## src/rtl/mem_stage_pkg.sv

```systemverilog
// Shared widths, mem_op codes and zip bundle layouts for the memory stage.
// Field order in the structs is the on-wire MSB-first order of each zip.
package mem_stage_pkg;

  localparam int EXE2MEM_LEN = 92;
  localparam int MEM2WB_LEN  = 87;
  localparam int MEMRF_LEN   = 38;

  localparam logic [3:0] MEMOP_LD_B  = 4'd0;
  localparam logic [3:0] MEMOP_LD_H  = 4'd1;
  localparam logic [3:0] MEMOP_LD_W  = 4'd2;
  localparam logic [3:0] MEMOP_LD_BU = 4'd3;
  localparam logic [3:0] MEMOP_ST_B  = 4'd4;
  localparam logic [3:0] MEMOP_ST_H  = 4'd5;
  localparam logic [3:0] MEMOP_ST_W  = 4'd6;
  localparam logic [3:0] MEMOP_LD_HU = 4'd8;

  typedef struct packed {
    logic        res_from_mem;
    logic        rf_we;
    logic [4:0]  rf_waddr;
    logic [31:0] alu_result;
    logic [3:0]  mem_op;
    logic [31:0] pc;
    logic        ex_valid;
    logic [5:0]  ecode;
    logic [8:0]  esubcode;
    logic        is_ertn;
  } exe2mem_t;

  typedef struct packed {
    logic        rf_we;
    logic [4:0]  rf_waddr;
    logic [31:0] final_result;
    logic [31:0] pc;
    logic        ex_valid;
    logic [5:0]  ecode;
    logic [8:0]  esubcode;
    logic        is_ertn;
  } mem2wb_t;

endpackage

```

## src/rtl/mem_stage_load_align.sv

```systemverilog
// Load data alignment: picks the byte/half at the address offset and extends it.
// Purely combinational (zero latency), no flow control.
module mem_stage_load_align
  import mem_stage_pkg::*;
(
  input  logic [3:0]  mem_op,
  input  logic [1:0]  off,
  input  logic [31:0] load_word,
  output logic [31:0] aligned
);

  logic [7:0]  byte_sel;
  logic [15:0] half_sel;

  always_comb begin
    byte_sel = load_word[{off, 3'b000} +: 8];
    half_sel = off[1] ? load_word[31:16] : load_word[15:0];
    aligned  = load_word;
    case (mem_op)
      MEMOP_LD_B:  aligned = {{24{byte_sel[7]}}, byte_sel};
      MEMOP_LD_H:  aligned = {{16{half_sel[15]}}, half_sel};
      MEMOP_LD_W:  aligned = load_word;
      MEMOP_LD_BU: aligned = {24'd0, byte_sel};
      MEMOP_LD_HU: aligned = {16'd0, half_sel};
      default:     aligned = load_word;
    endcase
  end

endmodule

```

## src/rtl/mem_stage.sv

```systemverilog
// Memory-access pipeline stage: one-entry register between execute and writeback.
// Output is valid one cycle after accept; holds (and replays buffered load data) while wb_allowin is low.
module mem_stage
  import mem_stage_pkg::*;
(
  input  logic                   clk,
  input  logic                   reset,
  input  logic                   flush,
  output logic                   mem_allowin,
  input  logic                   exe_to_mem_valid,
  input  logic [EXE2MEM_LEN-1:0] exe_to_mem_zip,
  input  logic [31:0]            data_sram_rdata,
  input  logic                   wb_allowin,
  output logic                   mem_to_wb_valid,
  output logic [MEM2WB_LEN-1:0]  mem_to_wb_zip,
  output logic [MEMRF_LEN-1:0]   mem_rf_zip,
  output logic                   mem_ex_flag
);

  logic        mem_valid;
  logic        mem_ready_go;
  logic        first_cycle;
  logic        accept;
  exe2mem_t    mem_zip;
  logic [31:0] rdata_buf;
  logic [31:0] load_word;
  logic [31:0] aligned;
  logic [31:0] final_result;
  logic        rf_we_eff;
  mem2wb_t     wb_zip;

  assign mem_ready_go    = 1'b1;
  assign mem_allowin     = ~mem_valid | (mem_ready_go & wb_allowin);
  assign mem_to_wb_valid = mem_valid & mem_ready_go;
  assign accept          = exe_to_mem_valid & mem_allowin;

  always_ff @(posedge clk) begin
    if (reset) begin
      mem_valid   <= 1'b0;
      first_cycle <= 1'b0;
      rdata_buf   <= 32'd0;
      mem_zip     <= '0;
    end else begin
      if (flush) begin
        mem_valid <= 1'b0;
      end else if (mem_allowin) begin
        mem_valid <= exe_to_mem_valid;
      end
      // SRAM returns data exactly one cycle after the request issued in execute
      first_cycle <= accept;
      if (accept) begin
        mem_zip <= exe2mem_t'(exe_to_mem_zip);
      end
      if (first_cycle) begin
        rdata_buf <= data_sram_rdata;
      end
    end
  end

  assign load_word = first_cycle ? data_sram_rdata : rdata_buf;

  mem_stage_load_align u_load_align (
    .mem_op    (mem_zip.mem_op),
    .off       (mem_zip.alu_result[1:0]),
    .load_word (load_word),
    .aligned   (aligned)
  );

  assign final_result = mem_zip.res_from_mem ? aligned : mem_zip.alu_result;
  // Exception/ertn bundles still flow to writeback but must not write the register file
  assign rf_we_eff    = mem_zip.rf_we & ~mem_zip.ex_valid & ~mem_zip.is_ertn;

  always_comb begin
    wb_zip              = '0;
    wb_zip.rf_we        = rf_we_eff;
    wb_zip.rf_waddr     = mem_zip.rf_waddr;
    wb_zip.final_result = final_result;
    wb_zip.pc           = mem_zip.pc;
    wb_zip.ex_valid     = mem_zip.ex_valid;
    wb_zip.ecode        = mem_zip.ecode;
    wb_zip.esubcode     = mem_zip.esubcode;
    wb_zip.is_ertn      = mem_zip.is_ertn;
  end

  assign mem_to_wb_zip = wb_zip;
  assign mem_rf_zip    = {mem_valid & rf_we_eff, mem_zip.rf_waddr, final_result};
  assign mem_ex_flag   = mem_valid & (mem_zip.ex_valid | mem_zip.is_ertn);

endmodule

```

## config.mk

```make
export PLATFORM = sky130hd
export DESIGN_NAME = mem_stage
export DESIGN_NICKNAME = d
export VERILOG_FILES = /design/src/rtl/mem_stage_pkg.sv /design/src/rtl/mem_stage_load_align.sv /design/src/rtl/mem_stage.sv
export SDC_FILE = /design/constraint.sdc
export NUM_CORES = 1
export LEC_CHECK = 0
export BUFFER_PORTS_ARGS = -buffer_cell sky130_fd_sc_hd__buf_2
export CORE_AREA = 2 2 117 119
export CTS_BUF_LIST = sky130_fd_sc_hd__clkbuf_4 sky130_fd_sc_hd__clkbuf_8
export DETAILED_ROUTE_END_ITERATION = 10
export DIE_AREA = 0 0 119 121
export PLACE_DENSITY = 0.89
export SLEW_MARGIN = 20
export SYNTH_ARGS = -nofsm -noshare
export SYNTH_HDL_FRONTEND = slang
export SYNTH_HIERARCHICAL = 1
export SYNTH_SLANG_ARGS = --single-unit
```

## constraint.sdc

```tcl
create_clock -name clk -period 7.02 [get_ports clk]
set_input_delay 1.404 -clock clk [delete_from_list [all_inputs] [get_ports clk]]
set_output_delay 1.404 -clock clk [all_outputs]
set_load 0.1 [all_outputs]
```

==> results.cfg, run 1 <==
[setup_path]
crit_path_top_delay_cell = dfxtp_2
arrival_ns = 3.79
r2r-end = mem_to_wb_zip[4]
path_max_fanout = 32
crit_type = register to primary output
crit_chain = mux2_2 > mux4_2 > o2111a_1 > a21o_1 > mux2_2 > buf_2
r2r_start = mem_to_wb_valid
start_kind = register
path_buf_inv = 1
max_stage_delay_ns = 1.00
cp-end-kind = primary output
critPathTopFamily = multiplexers
r2r_setup_slack_ns = 4.65
crit_path_frequent_cell = mux2_2
crit_required_ns = 5.62
r2r_cells = 4

[final_layout]
areaGrowthSynthToFinish_pct = 13.4
nets = 996
fillers = 1125
final_layout_size_suffix_gt1_share_pct = 43.1
finalInstanceArea_um2 = 8140

[yosys]
synth_area_um2 = 7180
synthTopCellsByCount = dfxtp_1 (126), buf_4 (93), a21oi_1 (82)
yosys_warnings = 6
ys_ff_latch = 126
netlist_instances = 751
yosysUniqueCellTypes = 43
synth.top_cell.area_share_pct = 35.1
synth.most_common_cell = dfxtp_1
ys.flop_type = dfxtp_1
synth_seq_area_share_pct = 35.1
async_reset_ff_share_pct = 0
synth-edff-count = 0
syn_area_per_cell_um2 = 9.56
synth_area_leader_cell = dfxtp_1
yosys-top-cells-area = dfxtp_1 (35%), buf_4 (9.7%), a21bo_1 (9.2%)
synthesis.nets = 880

[clock_network]
cts-root-buf = clkbuf_8
clk_latency_ns = 0.44
htreeDepth = 4
clkSinkCount = 126
holdBufCountCts = 0
cts_made_buffers = 17
path_clk_slew_ns = 0.07
cts_tree = done
cts_buffer_depth = 2
post_cts_resized = 0
cts_setup_buffers = 0

[timing]
fin_crit_ns = 5.19
skew_ns = 0.00780
max_slew_margin_pct = 32.5
finalWorstSetupSlack_ns = 1.83
max_freq_ghz = 0.193
setup_viol = 0
tightest_slew_ns = 1.01
setup_tns_ns = 0
whs_ns = 0.473
maxSlewViolCount = 0
rsz0062_at_grt = false
hold_viol = 0
min_period_over_period_pct = 73.9

[worst_hold_path]
hp-start = mem_zip[84]
hold_path_class = register to register
holdPathEnd = mem_zip[84]
hold_depth = 2

[drt]
avgRoutedWirePerCell_um = 17.4
drc_errors = 0
num_vias = 5865
wl_um = 18400
dr.pass1.iters = 5
drt-initial-drc-count = 500
vias_per_cell = 5.53
postRouteAntennaNets = 0

[pwr]
p_leak_uw = 0.00383
comb_power_share_pct = 31.0
p_total_uw = 2280
peakVddDrop_v = 0.000144
intPower_uw = 1430
clock_power_share_pct = 34.6
switching_share_pct = 37.4
power_switching_uw = 855
powerDensity_nw_per_um2 = 280
power_frac_seq_pct = 34.4

[grt]
grt_max_degree = 93
grt_pass1_wl_um = 27900
grt_overflow = 0
grt_pass1_vias = 5438
antenna_found_initial = 3
grt.total_usage_pct = 25.0

[placement]
place_ws_ns = 1.95
io_buffers = 256
placed_area_um2 = 7620
dp_hpwl_um = 12700
place.gp.congestion = 0.910

[floorplanning]
core_um2 = 13100
fp.dieW_um = 119
start_util_pct = 54.9
die_h_um = 121
num_io_pins = 257
rows = 42
dieArea_um2 = 14400

[job]
maxCapViolCount = 0

[status]
status = complete, no violations
==> through the flow <==
step,util [%],std cells
after floorplan,-,751
after global placement,58.3,1024
after detailed placement,58.3,1024
after CTS,62.1,1056
after global routing,62.2,1059
final,62.2,1060
==> cells by family after synthesis <==
| family | count (synthesis) | share of synthesized area, % |
|---|---|---|
| flip-flops | 126 | 35.1 |
| XOR/XNOR | 2 | 0.244 |
| multiplexers | 69 | 12.3 |
| AO/OA/AOI/OAI | 223 | 23.7 |
| buffers and inverters | 168 | 15.5 |
| AND/OR/NAND/NOR | 163 | 13.2 |
==> cell type report <==
cell class | instances | area [um^2] | share of cell area [%]
flip-flops and latches | 126 | 2520 | 31.0
clock buffers | 22 | 303 | 3.72
well taps | 176 | 220 | 2.71
clock inverters | 10 | 205 | 2.52
inverters | 5 | 18.8 | 0.231
multi-input cells | 457 | 3540 | 43.5
repair buffers | 260 | 1320 | 16.2
diodes | 4 | 10.0 | 0.123
==> worst max path at each step <==
stage / cells past startpoint / start / endpoint / slack [ns]
after detailed placement: 7 / data_sram_rdata[31] / mem_to_wb_zip[70] / 1.95
final: 6 / first_cycle / mem_to_wb_zip[70] / 1.83
after global routing: 6 / first_cycle / mem_to_wb_zip[70] / 1.69
after global placement: 7 / data_sram_rdata[31] / mem_to_wb_zip[68] / 2.00
after floorplan: 7 / data_sram_rdata[31] / mem_to_wb_zip[65] / 2.02
after CTS: 6 / first_cycle / mem_to_wb_zip[70] / 1.82
==> cells in the final DEF, fill, tap and decap left out, types with 2 or more instances in the layout <==
cell and instances:
buf_2 254, dfxtp_1 125, a21oi_1 82, nand3_1 80, a21bo_1 66, mux2_2 38, nor2b_1 35, mux2_4 26
clkbuf_8 22, o21ai_0 17, nand2b_1 16, a21o_1 16, a21bo_2 14, nand4b_1 12, a221o_1 8, bufinv_16 6
buf_4 6, nand2_1 6, inv_1 5, diode_2 4, nor2_1 4, mux2i_1 4, a32o_1 4, o221a_1 4
a221oi_1 4, and2_1 2, and3_1 2, clkinv_2 2, clkinvlp_4 2, xnor2_1 2
==> per-layer routing <==
metal / global-route usage [%] / up-vias / share of wire, %
met5: 0 / - / 0
met4: 13.3 / 0 / 2.9
met3: 5.92 / 42 / 6.2
met2: 40.0 / 261 / 48
met1: 31.2 / 2761 / 43
li1: - / 2801 / -
==> sequential cells by signal, indices dropped and copies added, names as in the netlist <==
signal           flops
mem_rf_zip           5
mem_to_wb_zip       49
mem_to_wb_valid      1
mem_zip             38
rdata_buf           32
first_cycle          1
==> worst min-delay path: stages (launching register included) <==
cell,delay [ns]
dfxtp_1,0.31
nand2b_1,0.06
o21ai_0,0.06
==> power by group through the flow <==
stage	sequential, uW	combinational, uW	clock (uW)
5_1_grt	789	735	836
3_3_place_gp	798	699	0
3_5_place_dp	800	705	0
6_report	785	709	790
4_1_cts	784	707	802
2_1_floorplan	786	643	0
No activity file was read; power rests on OpenSTA's default activity.
==> inputs of run 2 (changes only) <==
--- a/config.mk
+++ b/config.mk
@@ -6,11 +6,11 @@
 export NUM_CORES = 1
 export LEC_CHECK = 0
 export BUFFER_PORTS_ARGS = -buffer_cell sky130_fd_sc_hd__buf_2
-export CORE_AREA = 2 2 117 119
+export CORE_AREA = 2 2 121 123
 export CTS_BUF_LIST = sky130_fd_sc_hd__clkbuf_4 sky130_fd_sc_hd__clkbuf_8
 export DETAILED_ROUTE_END_ITERATION = 10
-export DIE_AREA = 0 0 119 121
-export PLACE_DENSITY = 0.89
+export DIE_AREA = 0 0 123 125
+export PLACE_DENSITY = 0.84
 export SLEW_MARGIN = 20
 export SYNTH_ARGS = -nofsm -noshare
 export SYNTH_HDL_FRONTEND = slang
==> constraint.sdc (replaced) <==
create_clock -name clk -period 5 [get_ports clk]
set_input_delay 1 -clock clk [delete_from_list [all_inputs] [get_ports clk]]
set_output_delay 1 -clock clk [all_outputs]
set_load 0.1 [all_outputs]
==> results.cfg, run 2 (synthesis gave the netlist of run 1 again) <==
[drt]
dr.pass1.iters = 5
drc_errors = 0
wl_um = 18700
postRouteAntennaNets = 0
avgRoutedWirePerCell_um = 17.5
drt-initial-drc-count = 442
num_vias = 5799
vias_per_cell = 5.42

[timing]
setup_viol = 0
skew_ns = 0.00819
rsz0062_at_grt = false
max_slew_margin_pct = 39.2
maxSlewViolCount = 0
fin_crit_ns = 4.45
hold_viol = 0
setup_tns_ns = 0
finalWorstSetupSlack_ns = 0.553
min_period_over_period_pct = 88.9
max_freq_ghz = 0.225
tightest_slew_ns = 0.912

[pwr]
intPower_uw = 1810
powerDensity_nw_per_um2 = 374
peakVddDrop_v = 0.000186
p_leak_uw = 0.00381
switching_share_pct = 40.2
power_switching_uw = 1210
power_frac_seq_pct = 36.2
clock_power_share_pct = 30.6
comb_power_share_pct = 33.2

[clock_network]
post_cts_resized = 0
holdBufCountCts = 0
clk_latency_ns = 0.44
cts_made_buffers = 17
cts_tree = done
cts-root-buf = clkbuf_8
htreeDepth = 4
cts_setup_buffers = 0
cts_buffer_depth = 2
path_clk_slew_ns = 0.07
clkSinkCount = 126

[setup_path]
crit_path_frequent_cell = mux2_2
crit_path_top_delay_cell = dfxtp_2
path_max_fanout = 19
crit_chain = mux2_2 > mux4_2 > o2111a_1 > a21o_1 > mux2_2 > buf_2
cp-end-kind = primary output
crit_required_ns = 4.00
critPathTopFamily = multiplexers
path_buf_inv = 1
max_stage_delay_ns = 0.71
arrival_ns = 3.45
crit_type = register to primary output
start_kind = register

[floorplanning]
fp.dieW_um = 123
num_io_pins = 257
die_h_um = 125
dieArea_um2 = 15400
start_util_pct = 50.5
core_um2 = 14200
rows = 44

[final_layout]
nets = 998
largest_reg_flops = 49
finalInstanceArea_um2 = 8080
areaGrowthSynthToFinish_pct = 12.5
most-common-layout-cells = buf_2 (254), dfxtp_1 (125), a21oi_1 (82), nand3_1 (80), a21bo_1 (66)
fillers = 1280
final_layout_size_suffix_gt1_share_pct = 43.2
layout_commonest_cell = buf_2

[placement]
placed_area_um2 = 7660
place.gp.congestion = 0.922
place_ws_ns = 0.762
io_buffers = 256
dp_hpwl_um = 12900

[grt]
grt_max_degree = 99
grt_overflow = 0
grt.total_usage_pct = 24.0
grt_pass1_wl_um = 28500
grt_pass1_vias = 5315
antenna_found_initial = 3

[job]
maxCapViolCount = 0

[status]
status = complete, no violations

[worst_hold_path]
hold_path_class = register to register
==> run 2: cell types whose count changed in the layout (fill, tap and decap cells not counted), sizes merged <==
cell,previous run,this run
buf,260,262
clkbuf,22,20
clkinv,2,7
bufinv,6,3
==> run 2: cell type report <==
class | instances | area, um^2 | share of cell area [%]
well taps | 184 | 230 | 2.85
repair buffers | 262 | 1340 | 16.6
inverters | 5 | 18.8 | 0.232
clock inverters | 12 | 144 | 1.78
diodes | 4 | 10.0 | 0.124
multi-input cells | 457 | 3540 | 43.9
flip-flops and latches | 126 | 2520 | 31.2
clock buffers | 20 | 263 | 3.25
==> run 2: worst paths after layout <==
check,startpoint,endpoint,slack [ns],depth (start not counted)
worst max register to register,mem_to_wb_valid,mem_rf_zip[34],2.61,4
worst min register to register,mem_to_wb_zip[9],mem_to_wb_zip[9],0.48,2
worst max-delay path,first_cycle,mem_to_wb_zip[75],0.55,6
worst min-delay path,mem_to_wb_zip[9],mem_to_wb_zip[9],0.48,2
==> run 2: stage by stage <==
| stage | std cells | total power, uW | utilization [%] | hold WS, ns |
|---|---|---|---|---|
| after global placement | 1034 | 2100 | 53.9 | 0.459 |
| after detailed placement | 1034 | 2110 | 53.9 | 0.463 |
| after CTS | 1066 | 3040 | 56.8 | 0.477 |
| final | 1070 | 3020 | 56.9 | 0.476 |
| after global routing | 1069 | 3140 | 56.8 | 0.510 |
| after floorplan | 751 | 2010 | - | 0.446 |
==> run 2: worst register-to-register path, delay by kind of cell (launching register included) <==
kind                   cells  cell delay [ns]
buffers and inverters      1             0.90
AND/OR/NAND/NOR            1             0.62
flip-flops                 1             0.37
AO/OA/AOI/OAI              2             0.34
==> run 2: power groups by stage <==
stage	Combinational, uW	Sequential, uW	Clock [uW]
detailed placement	997	1120	0
global route	1040	1100	996
finish	1000	1100	926
CTS	1000	1100	946
floorplan	902	1100	0
global placement	989	1120	0
==> run 2: routing by layer <==
metal  GRT usage [%]  vias to the layer above  share of wire, %
met1            31.0                     2698                42
li1                -                     2806                 -
met3            6.39                       42               7.3
met5               0                        -                 0
met4            11.8                        0               3.5
met2            37.0                      253                47
